## config.mk

```make
export PLATFORM = sky130hd
export DESIGN_NAME = uart_mmio
export DESIGN_NICKNAME = d
export VERILOG_FILES = /design/src/rtl/uart_pkg.sv /design/src/rtl/tx_fifo.sv /design/src/rtl/uart_mmio.sv
export SDC_FILE = /design/constraint.sdc
export NUM_CORES = 1
export LEC_CHECK = 0
export CORE_ASPECT_RATIO = 0.9
export CORE_UTILIZATION = 50
export DETAILED_ROUTE_END_ITERATION = 6
export GPL_TIMING_DRIVEN = 0
export PLACE_DENSITY = 0.81
export SLEW_MARGIN = 20
export SYNTH_ARGS = -nofsm -noshare
export SYNTH_HDL_FRONTEND = slang
export SYNTH_HIERARCHICAL = 1
export SYNTH_SLANG_ARGS = --single-unit
export TNS_END_PERCENT = 50
```

## constraint.sdc

```tcl
create_clock -name CLK -period 3.75 [get_ports CLK]
set_input_delay 0.5625 -clock CLK [delete_from_list [all_inputs] [get_ports CLK]]
set_output_delay 0.5625 -clock CLK [all_outputs]
set_load 0.02 [all_outputs]
```

## src/rtl/uart_pkg.sv

```systemverilog
`default_nettype none
// ============================================================================
// Module      : uart_pkg
// Description : Shared constants and FSM state type for the MMIO UART.
// Revision    : 1.0 - initial release
// ============================================================================
package uart_pkg;

    localparam logic [1:0]  c_off_txdata   = 2'd0;
    localparam logic [1:0]  c_off_status   = 2'd1;
    localparam logic [1:0]  c_off_bauddiv  = 2'd2;
    localparam logic [1:0]  c_off_reserved = 2'd3;

    localparam int          c_fifo_depth   = 8;
    localparam logic [3:0]  c_fifo_full    = 4'd8;
    localparam logic [15:0] c_baud_reset   = 16'd434;

    typedef enum logic [1:0] {
        ST_IDLE  = 2'd0,
        ST_START = 2'd1,
        ST_DATA  = 2'd2,
        ST_STOP  = 2'd3
    } tx_state_t;

endpackage
`default_nettype wire

```

## src/rtl/tx_fifo.sv

```systemverilog
`default_nettype none
// ============================================================================
// Module      : tx_fifo
// Description : 8x8 synchronous FIFO; a push into a full FIFO is accepted
//               only when a pop happens at the same edge.
// Revision    : 1.0 - initial release
// ============================================================================
module tx_fifo
    import uart_pkg::*;
(
    input  logic       CLK,
    input  logic       RSTn,
    input  logic       push,
    input  logic [7:0] din,
    input  logic       pop,
    output logic [7:0] dout,
    output logic       full,
    output logic       empty,
    output logic [3:0] count
);

    logic [7:0] r_mem [c_fifo_depth];
    logic [2:0] r_wr_ptr;
    logic [2:0] r_rd_ptr;
    logic [3:0] r_count;
    logic       w_do_push;
    logic       w_do_pop;

    assign empty     = (r_count == 4'd0);
    assign full      = (r_count == c_fifo_full);
    assign count     = r_count;
    assign dout      = r_mem[r_rd_ptr];
    assign w_do_pop  = pop & ~empty;
    assign w_do_push = push & (~full | w_do_pop);

    always_ff @(posedge CLK) begin
        if (w_do_push) r_mem[r_wr_ptr] <= din;
    end

    always_ff @(posedge CLK or negedge RSTn) begin
        if (!RSTn) begin
            r_wr_ptr <= 3'd0;
            r_rd_ptr <= 3'd0;
            r_count  <= 4'd0;
        end else begin
            if (w_do_push) r_wr_ptr <= r_wr_ptr + 3'd1;
            if (w_do_pop)  r_rd_ptr <= r_rd_ptr + 3'd1;
            case ({w_do_push, w_do_pop})
                2'b10:   r_count <= r_count + 4'd1;
                2'b01:   r_count <= r_count - 4'd1;
                default: r_count <= r_count;
            endcase
        end
    end

endmodule
`default_nettype wire

```

## src/rtl/uart_mmio.sv

```systemverilog
`default_nettype none
// ============================================================================
// Module      : uart_mmio
// Description : Memory-mapped 8N1 UART transmitter with TX FIFO, status,
//               programmable baud divisor and TX-done interrupt.
// Revision    : 1.0 - initial release
// ============================================================================
module uart_mmio
    import uart_pkg::*;
(
    input  logic        CLK,
    input  logic        RSTn,
    input  logic        cs,
    input  logic [9:0]  daddr,
    input  logic [31:0] ddata_w,
    input  logic        d_w,
    input  logic        d_r,
    output logic [31:0] rdata,
    output logic        tx,
    output logic        irq
);

    tx_state_t   r_state, w_state_nxt;
    logic [7:0]  r_shift, w_shift_nxt;
    logic [15:0] r_baud_cnt, w_cnt_nxt;
    logic [2:0]  r_bit_idx, w_bit_nxt;
    logic        r_tx, w_tx_nxt;
    logic [15:0] r_baud_div;
    logic        r_ie;
    logic        r_overflow;
    logic        r_irq;

    logic [1:0]  w_off;
    logic        w_wr;
    logic        w_rd;
    logic        w_push;
    logic        w_pop;
    logic        w_tick;
    logic [15:0] w_div_eff;
    logic [7:0]  w_fifo_dout;
    logic        w_fifo_full;
    logic        w_fifo_empty;
    logic [3:0]  w_fifo_count;
    logic        w_unused;

    assign w_off     = daddr[1:0];
    assign w_wr      = cs & d_w;
    assign w_rd      = cs & d_r;
    assign w_push    = w_wr & (w_off == c_off_txdata);
    assign w_tick    = (r_baud_cnt == 16'd1);
    assign w_div_eff = (r_baud_div == 16'd0) ? 16'd1 : r_baud_div;
    assign w_unused  = &{1'b0, daddr[9:2], ddata_w[31:16]};
    assign tx        = r_tx;
    assign irq       = r_irq;

    tx_fifo u_fifo (
        .CLK   (CLK),
        .RSTn  (RSTn),
        .push  (w_push),
        .din   (ddata_w[7:0]),
        .pop   (w_pop),
        .dout  (w_fifo_dout),
        .full  (w_fifo_full),
        .empty (w_fifo_empty),
        .count (w_fifo_count)
    );

    always_comb begin
        rdata = 32'd0;
        if (w_rd) begin
            case (w_off)
                c_off_status:  rdata = {23'd0, w_fifo_count, r_ie, r_overflow,
                                        w_fifo_empty, w_fifo_full, (r_state != ST_IDLE)};
                c_off_bauddiv: rdata = {16'd0, r_baud_div};
                default:       rdata = 32'd0;
            endcase
        end
    end

    always_ff @(posedge CLK or negedge RSTn) begin
        if (!RSTn) begin
            r_baud_div <= c_baud_reset;
            r_ie       <= 1'b0;
            r_overflow <= 1'b0;
            r_irq      <= 1'b0;
        end else begin
            if (w_wr && (w_off == c_off_bauddiv)) r_baud_div <= ddata_w[15:0];
            if (w_wr && (w_off == c_off_status))  r_ie       <= ddata_w[4];
            if (w_push && w_fifo_full && !w_pop)
                r_overflow <= 1'b1;
            else if (w_wr && (w_off == c_off_status) && ddata_w[3])
                r_overflow <= 1'b0;
            r_irq <= w_fifo_empty & (r_state == ST_IDLE) & r_ie;
        end
    end

    // Counter reloads at every bit boundary so a new divisor lands on the next bit.
    always_comb begin
        w_state_nxt = r_state;
        w_shift_nxt = r_shift;
        w_cnt_nxt   = r_baud_cnt;
        w_bit_nxt   = r_bit_idx;
        w_tx_nxt    = r_tx;
        w_pop       = 1'b0;
        if (r_state != ST_IDLE)
            w_cnt_nxt = w_tick ? w_div_eff : (r_baud_cnt - 16'd1);
        case (r_state)
            ST_IDLE: begin
                if (!w_fifo_empty) begin
                    w_pop       = 1'b1;
                    w_shift_nxt = w_fifo_dout;
                    w_cnt_nxt   = w_div_eff;
                    w_tx_nxt    = 1'b0;
                    w_state_nxt = ST_START;
                end
            end
            ST_START: begin
                if (w_tick) begin
                    w_state_nxt = ST_DATA;
                    w_bit_nxt   = 3'd0;
                    w_tx_nxt    = r_shift[0];
                end
            end
            ST_DATA: begin
                if (w_tick) begin
                    if (r_bit_idx == 3'd7) begin
                        w_state_nxt = ST_STOP;
                        w_tx_nxt    = 1'b1;
                    end else begin
                        w_shift_nxt = {1'b0, r_shift[7:1]};
                        w_tx_nxt    = r_shift[1];
                        w_bit_nxt   = r_bit_idx + 3'd1;
                    end
                end
            end
            ST_STOP: begin
                if (w_tick) begin
                    if (!w_fifo_empty) begin
                        w_pop       = 1'b1;
                        w_shift_nxt = w_fifo_dout;
                        w_tx_nxt    = 1'b0;
                        w_state_nxt = ST_START;
                    end else begin
                        w_state_nxt = ST_IDLE;
                    end
                end
            end
            default: w_state_nxt = ST_IDLE;
        endcase
    end

    always_ff @(posedge CLK or negedge RSTn) begin
        if (!RSTn) begin
            r_state    <= ST_IDLE;
            r_shift    <= 8'd0;
            r_baud_cnt <= 16'd0;
            r_bit_idx  <= 3'd0;
            r_tx       <= 1'b1;
        end else begin
            r_state    <= w_state_nxt;
            r_shift    <= w_shift_nxt;
            r_baud_cnt <= w_cnt_nxt;
            r_bit_idx  <= w_bit_nxt;
            r_tx       <= w_tx_nxt;
        end
    end

endmodule
`default_nettype wire

```

==> results of run 1 <==
-- routing by layer --
metal,vias to the layer above,global-route usage,wire [um]
li1,1952,-,-
met1,2126,0.307,6160
met2,121,0.369,6950
met4,0,0.0705,184
met5,-,0,0
met3,17,0.0506,685
-- worst register-to-register path, delay by kind of cell (launching register included) --
family / cells / cell delay, ns
buf+inv: 1 / 0.09
simple gates: 6 / 2.15
compound gates: 2 / 0.33
fa+ha+maj: 1 / 0.15
flops: 1 / 0.41
-- layout by cell type (no fill, tap or decap), types with 6 or more instances in the layout --
master | netlist | layout
edfxtp_1 | 64 | 64
dfrtp_1 | 53 | 53
clkdlybuf4s50_1 | 0 | 39
mux2_2 | 38 | 38
nor2_1 | 30 | 28
nand2_1 | 23 | 23
buf_4 | 16 | 22
clkbuf_16 | 0 | 17
inv_1 | 16 | 16
o21ai_0 | 16 | 16
conb_1 | 1 | 16
mux4_1 | 16 | 16
ha_1 | 15 | 15
mux2i_1 | 14 | 14
clkbuf_1 | 12 | 13
o22ai_1 | 12 | 12
a21oi_1 | 12 | 12
a22oi_1 | 10 | 10
xnor2_1 | 9 | 9
and2_1 | 8 | 8
nand3_1 | 8 | 8
mux2_4 | 8 | 8
nor3_1 | 12 | 6
dfstp_2 | 6 | 6
-- final cells by class --
class / instances / area (um^2)
multi-input cells: 315 / 2720
inverters: 16 / 60.1
fillers: 932 / 4570
flip-flops and latches: 123 / 3410
plain buffers: 39 / 249
repair buffers: 45 / 448
clock inverters: 13 / 92.6
well taps: 160 / 200
clock buffers: 19 / 433
-- what timing repair did --
action / in CTS / in global routing
resized for setup: 5 / 6
endpoints found under the setup margin: 34 / 34
buffers inserted: 2 / 1
pin swaps: 1 / 1
-- stage by stage --
stage / setup TNS [ns] / instance area [um^2] / utilization / cells / setup slack [ns]
detailed placement: -4.92 / 7020 / 0.577 / 695 / -0.273
CTS: 0 / 7580 / 0.622 / 729 / 0.00557
finish: 0 / 7600 / 0.625 / 730 / 0.230
global placement: -41.70 / 6970 / 0.572 / 693 / -0.965
global route: 0 / 7600 / 0.625 / 730 / 0.0482
floorplan: 0 / 6360 / - / 493 / 0.0733
-- worst paths after layout --
path | endpoint | slack, ns
worst max-delay path | rdata[2] | 0.23
worst min-delay path | r_bit_idx[1] | 0.008
worst max register to register | u_fifo/r_mem[6][5] | 0.25
worst min register to register | r_shift[2] | 0.51
max in group asynchronous | r_baud_div[8] | 3.18
min in group CLK | r_shift[2] | 0.51
-- state kept, by name, indices dropped and copies added (netlist names) --
name             cells
irq                  1
r_bit_idx            3
u_fifo/r_rd_ptr      3
r_ie                 1
r_state              2
r_shift              8
tx                   1
r_overflow           1
u_fifo/count         4
u_fifo/r_wr_ptr      3
u_fifo/r_mem        64
r_baud_div          16
r_baud_cnt          16
-- power groups by stage --
stage | clock [mW] | sequential (mW) | combinational [mW]
floorplan | 0 | 1.91 | 1.71
global placement | 0 | 1.97 | 2.05
detailed placement | 0 | 2.00 | 2.16
CTS | 1.49 | 1.98 | 2.21
global route | 1.54 | 2.03 | 2.44
finish | 1.47 | 1.99 | 2.24
-- cells by family (layout without fill, tap and decap cells) --
group,after synthesis,in the layout
compound gates,82,82
xor+xnor,14,14
fa+ha+maj,16,16
buf+inv,55,132
flops,123,123
mux,76,76
other cells,1,16
simple gates,111,111
==> metrics.yaml, run 1 <==
grt_pass1_wl_um: 22200
synth_top_cell_area_share: 0.305
ff2ff_path_depth: 10
cts_tree: "done"
async_flop_share: 0.480
cts_root_buf: "clkbuf_16"
p_total_mw: 5.70
timing.hold.ws_ns: 0.00759
synthMuxAreaShare: 0.176
core.rowCount: 38
power_leakage_nw: 2.98
crit_family: "buffers and inverters"
crit_cells: 8
synth_edf_count: 64
antenna_cells: 0
port_buffers: 40
wl_per_cell_um: 19.2
core_region_area_mm2: 0.0122
cp-start-kind: "flop"
hold_path.class: "input port to asynchronous set/reset pin"
cellPowerDensity_mw_per_mm2: 750
crit_required_ns: 3.19
grt_pass1_vias: 4205
synth_compound_area_frac: 0.0938
syn2layout_area_growth_pct: 20.5
ant_nets: 0
relSlewSlack: 0.362
clock_latency_ns: 0.42
seq_power_share: 0.350
gp_congestion: 0.795
finalNetCount: 620
path_clk_slew_ns: 0.06
switchingPower_mw: 2.03
synth-xor-area-share: 0.0194
grt_use_total: 0.228
htreeDepth: 4
yosysUniqueCellTypes: 64
synth_common_cells: "64 x edfxtp_1, 53 x dfrtp_1, 38 x mux2_2"
vias: 4216
first_iter_violations: 369
syn_area_mm2: 0.00631
synth_top_family_by_area: "multiplexers"
endpoint_kind: "output pin"
critPathKind: "flop to output pin"
ys_ff_latch: 123
power.internal_mw: 3.67
period_share: 0.939
cap_violations: 0
rsz0062_at_grt: "false"
synthFlopType: "edfxtp_1"
first_pass_iters: 7
worstPathCellList: "or3_1 -> buf_6 -> nor2_4 -> buf_4 -> clkbuf_4 -> a22oi_1 -> nor2_1 -> clkdlybuf4s50_1"
postSynthCellCount: 478
worstReg2RegStart: "r_baud_cnt[1]"
final_hold_viol_count: 0
cts_made_buffers: 17
cp_data_arrival_time_ns: 2.96
status: "finished clean"
cp_num_buf_inv: 4
switching_share: 0.356
slowest_delay_ns: 0.61
dieArea_mm2: 0.0131
syn_area_per_cell_um2: 13.2
fmax_mhz: 284
setup.worst_path.start: "u_fifo/count[1]"
antenna_found_initial: 0
dpl.hpwl_um: 9410
cts_hold_buf: 0
max_slew.worst_pin.slew_ns: 0.953
die-height_um: 109
synth_fa_ha_area_frac: 0.0329
start_util: 0.518
combinationalPowerShare: 0.393
drv_slew: 0
grt_max_degree: 45
wirelength_um: 14000
drive_above_1_share: 0.235
yosysMostFrequentCell: "edfxtp_1"
cts_max_path_buffers: 2
post-route-min-period_ns: 3.52
via_per_inst: 5.78
yosysWarnings: 6
yosysTopAreaCell: "edfxtp_1"
peakVddDrop_mv: 0.487
crit_fanout: 10
pin_count: 81
setup_viol: 0
die_w_um: 120
ys_seq_area_frac: 0.540
clkPwrFrac: 0.258
fin_skew_ns: 0.00931
grt.overflow.total: 0
synth_area_leaders: "edfxtp_1 30%, dfrtp_1 21%, mux2_2 6.8%"
drc: 0
synth-simple-area-share: 0.0898
slowest_stage: "clkdlybuf4s50_1"
clkSinkCount: 123
Note: power is estimated with default switching activity, not from simulation.
==> run 2, diff against run 1 <==
- PLACE_DENSITY: 0.81 -> 0.78
- SKIP_LAST_GASP: unset -> 1
==> metrics.yaml, run 2 (synthesis gave the netlist of run 1 again) <==
clkSinkCount: 123
clock_latency_ns: 0.43
peakVddDrop_mv: 0.570
crit_required_ns: 4.11
dr_wl_met2_um: 6730
port_buffers: 40
setup_tns_ns: 0
antenna_cells: 0
largest_register: "u_fifo/r_mem"
period_share: 0.958
dpl.hpwl_um: 9260
cts_root_buf: "clkbuf_16"
cp_data_arrival_time_ns: 3.96
drc: 0
wl_per_cell_um: 19.0
crit_fanout: 5
grt_use_total: 0.227
rsz0062_at_grt: "true"
cp-start-kind: "flop"
via_per_inst: 5.80
grt_max_degree: 37
drive_above_1_share: 0.238
final_hold_viol_count: 0
start_util: 0.518
layout_commonest_cell: "edfxtp_1"
dieArea_mm2: 0.0131
grt_pass1_vias: 4254
wirelength_um: 13800
cts_tree: "done"
gp_congestion: 0.858
htreeDepth: 4
final_area_mm2: 0.00765
largest_reg_flops: 64
antenna_found_initial: 0
status: "finished clean"
pin_count: 81
first_iter_violations: 390
cts_made_buffers: 17
p_total_mw: 5.84
layout_common_cells: "64 x edfxtp_1, 53 x dfrtp_1, 39 x clkdlybuf4s50_1, 38 x mux2_2, 27 x nor2_1"
core.rowCount: 38
power_leakage_nw: 3.01
critPathKind: "flop to flop"
die-height_um: 109
grt_pass1_wl_um: 22100
max_slew.worst_pin.slew_ns: 1.02
setup_viol: 0
cts_max_path_buffers: 2
drv_slew: 0
cellPowerDensity_mw_per_mm2: 764
finalNetCount: 618
fin_skew_ns: 0.0145
first_pass_iters: 5
ant_nets: 0
top_regs: "u_fifo/r_mem: 64 flops, r_baud_cnt: 16 flops, r_baud_div: 16 flops"
syn2layout_area_growth_pct: 21.3
cap_violations: 0
wirelength_met1_um: 6210
grt.overflow.total: 0
vias: 4220
dr_wl_met3_um: 630
post-route-min-period_ns: 3.59
endpoint_kind: "flop"
ff2ff_path_depth: 14
dpl-instance-area_mm2: 0.00702
fin_util: 0.629
highest_layer: "met4"
path_clk_slew_ns: 0.06
fmax_mhz: 278
die_w_um: 120
hold_path.class: "input port to asynchronous set/reset pin"
core_region_area_mm2: 0.0122
relSlewSlack: 0.316
## run 2: cell types whose count changed in the layout (fill, tap and decap cells not counted), moves of 2 or more
cell / before / now
clkinv_4: 0 / 3
clkinvlp_4: 4 / 1
buf_4: 22 / 20
bufinv_16: 0 / 2
## run 2: metrics by stage
stage	hold WS (ns)	cells	setup WS, ns
detailed placement	0.478	695	-0.268
CTS	0.0294	728	-0.0199
finish	0.0276	728	0.158
global route	0.0452	728	-0.0255
floorplan	0.267	493	0.0733
global placement	0.491	693	-1.03
## run 2: critical path, stage by stage (launching register included)
cell and delay [ns]:
dfrtp_1 0.41, inv_1 0.09, ha_1 0.16, or4b_4 0.51, nor3_4 0.23, a31oi_1 0.16, nor3_4 0.31, o21ai_2 0.17
or2_2 0.34, inv_1 0.09, ha_1 0.25, or2_2 0.29, nand3_1 0.11, mux2_2 0.34, nand3b_1 0.07
## run 2: timing repair
item | 4_1_cts | 5_1_grt
pin swaps | 1 | 1
resized for setup | 5 | 7
buffers inserted | 1 | 0
hold buffers | 0 | 0
setup endpoints to repair | 34 | 34
## run 2: path summary, 6_finish.rpt
| kind | start | end | slack (ns) |
|---|---|---|---|
| worst max-delay path | r_baud_cnt[1] | u_fifo/count[3] | 0.16 |
| worst min-delay path | RSTn | u_fifo/count[0] | 0.03 |
| worst max register to register | r_baud_cnt[1] | u_fifo/count[3] | 0.16 |
| worst min register to register | r_shift[4] | r_shift[4] | 0.52 |
| max in group asynchronous | RSTn | tx | 3.15 |
| min in group CLK | r_shift[4] | r_shift[4] | 0.52 |
## run 2: area by class of cell
cell class	count	area, um^2
Buffer	39	249
Clock buffer	18	429
Clock inverter	14	159
Fill cell	903	4520
Inverter	16	60.1
Multi-Input combinational cell	315	2720
Sequential cell	123	3410
Tap cell	160	200
Timing Repair Buffer	43	433
## run 2: report_power, final
group	internal, mW	switching, mW	leakage, nW
clock	0.992	0.648	0.288
combinational	1.11	1.10	1.43
sequential	1.70	0.291	1.29
## run 2: metal layers
| layer | track usage | vias to the layer above |
|---|---|---|
| met5 | 0 | - |
| met4 | 0.101 | 0 |
| met3 | 0.0374 | 23 |
| met2 | 0.363 | 124 |
| met1 | 0.309 | 2132 |
| li1 | - | 1941 |
==> run 3, diff against run 2 <==
- CELL_PAD_IN_SITES_DETAIL_PLACEMENT: unset -> 1
- CELL_PAD_IN_SITES_GLOBAL_PLACEMENT: unset -> 2
- CORE_UTILIZATION: 50 -> 35
- MAX_ROUTING_LAYER: unset -> met4
- PLACE_DENSITY: 0.78 -> 0.79
==> metrics.yaml, run 3 (synthesis gave the netlist of run 1 again) <==
status: "finished clean"
core.rowCount: 46
max_slew.worst_pin.slew_ns: 1.06
r2r_slack_ns: 0.15
cts_root_buf: "clkbuf_16"
rsz0062_at_grt: "true"
largest_register: "u_fifo/r_mem"
antenna_found_initial: 0
gp_congestion: 0.761
grt_busiest_layer: "met2"
wl_per_cell_um: 19.5
htreeDepth: 4
first_pass_iters: 4
setup_viol: 0
start_util: 0.358
placedCellCount: 775
p_total_mw: 5.96
grt_pass1_wl_um: 25200
worstPathCellList: "inv_1 -> ha_1 -> or4b_4 -> nor3_4 -> a31oi_1 -> nor3_4 -> o21ai_2 -> or2_2 -> inv_1 -> ha_1 -> or2_2 -> a21oi_1 -> mux2i_1 -> nand3b_1"
antenna_cells: 0
cp_data_arrival_time_ns: 3.96
slowest_delay_ns: 0.52
switching_share: 0.349
ant_nets: 0
hold_path.class: "flop to flop"
crit_path_end: "u_fifo/count[3]"
port_buffers: 40
grt_use_total: 0.190
final_hold_viol_count: 0
crit_fanout: 5
clkSinkCount: 123
die_w_um: 144
pin_count: 81
syn2layout_area_growth_pct: 23.5
multi_input_area_mm2: 0.00271
critPathKind: "flop to flop"
drv_slew: 0
grt_util_met2: 0.314
gr-usage-met3: 0.0425
grt_pass1_vias: 4493
cts_tree: "done"
layout_commonest_cell: "edfxtp_1"
crit_cells: 14
finalNetCount: 621
worstReg2RegStart: "r_baud_cnt[1]"
dieArea_mm2: 0.0186
core_region_area_mm2: 0.0176
clkPwrFrac: 0.285
largest_reg_flops: 64
cts_max_path_buffers: 2
cp_num_buf_inv: 2
setup.worst_path.start: "r_baud_cnt[1]"
fin_skew_ns: 0.00951
switchingPower_mw: 2.08
grt.overflow.total: 0
peakVddDrop_mv: 0.446
period_share: 0.961
die-height_um: 129
power.internal_mw: 3.88
ff2ff_path_depth: 14
dpl.hpwl_um: 11200
seq_power_share: 0.336
crit_family: "simple AND/OR/NAND/NOR gates"
cp-start-kind: "flop"
fmax_mhz: 278
drc: 0
clock_latency_ns: 0.42
power_leakage_nw: 3.03
combinationalPowerShare: 0.379
via_per_inst: 5.22
cts_made_buffers: 17
fill_cells: 1851
post_layout_nonfiller_instances: 811
slowest_stage: "or4b_4"
met1_usage: 0.235
seqCellArea_mm2: 0.00341
wirelength_um: 15800
path_clk_slew_ns: 0.06
crit_required_ns: 4.11
first_iter_violations: 200
relSlewSlack: 0.290
setup_tns_ns: 0
top_regs: "u_fifo/r_mem: 64 flops, r_baud_cnt: 16 flops, r_baud_div: 16 flops"
grt_max_degree: 49
cap_violations: 0
post-route-min-period_ns: 3.60
layout_common_cells: "64 x edfxtp_1, 53 x dfrtp_1, 39 x clkdlybuf4s50_1, 38 x mux2_2, 29 x nor2_1"
drive_above_1_share: 0.233
vias: 4236
r2r-end: "u_fifo/count[3]"
cellPowerDensity_mw_per_mm2: 765
endpoint_kind: "flop"
-- run 3: cell types whose count changed in the layout (fill, tap and decap cells not counted), sizes merged --
cell	before	now
dlygate4sd3	0	1
clkbuf	31	32
bufinv	2	3
inv	22	20
buf	30	32
-- run 3: power by group through the flow --
| stage | registers (mW) | logic (mW) | clock network (mW) |
|---|---|---|---|
| final | 2.00 | 2.26 | 1.70 |
| after global routing | 2.04 | 2.49 | 1.78 |
| after CTS | 2.00 | 2.26 | 1.72 |
| after detailed placement | 2.02 | 2.22 | 0 |
| after global placement | 1.99 | 2.11 | 0 |
| after floorplan | 1.91 | 1.71 | 0 |
-- run 3: cell type report --
cell class	instances	share of cell area
flip-flops and latches	123	0.437
well taps	240	0.0385
clock buffers	19	0.0556
inverters	16	0.00771
multi-input cells	315	0.348
plain buffers	39	0.0320
clock inverters	13	0.0215
repair buffers	46	0.0594
-- run 3: per-stage QoR --
stage	setup WS [ns]	instance area, um^2	hold WS, ns	utilization
global placement	-1.11	7070	0.492	0.401
floorplan	0.0733	6360	0.267	-
detailed placement	-0.329	7130	0.426	0.405
CTS	-0.0880	7770	0.518	0.441
finish	0.148	7790	0.515	0.442
global route	-0.0200	7790	0.528	0.442
-- run 3: how the worst min path moves through the flow --
stage               startpoint              end  slack [ns]  depth (start not counted)
finish              r_shift[2]       r_shift[2]        0.51                          1
global route        r_shift[2]       r_shift[2]        0.53                          1
CTS                       RSTn  u_fifo/count[0]        0.52                          2
detailed placement        RSTn  u_fifo/count[0]        0.43                          1
global placement    r_shift[6]       r_shift[6]        0.49                          1
floorplan                 RSTn              irq        0.27                          0
-- run 3: what timing repair did --
item                                   in CTS  in global routing
pin swaps                                   1                  1
buffers inserted                            2                  1
endpoints found under the hold margin      10                  0
hold buffers                                1                  0
resized for setup                           5                  5
setup endpoints to repair                  42                 34
-- run 3: layer usage --
layer / vias to the layer above / part of all wire
met5: - / 0
met4: 0 / 0.0080
met3: 9 / 0.025
met2: 70 / 0.50
met1: 2207 / 0.47
li1: 1950 / -
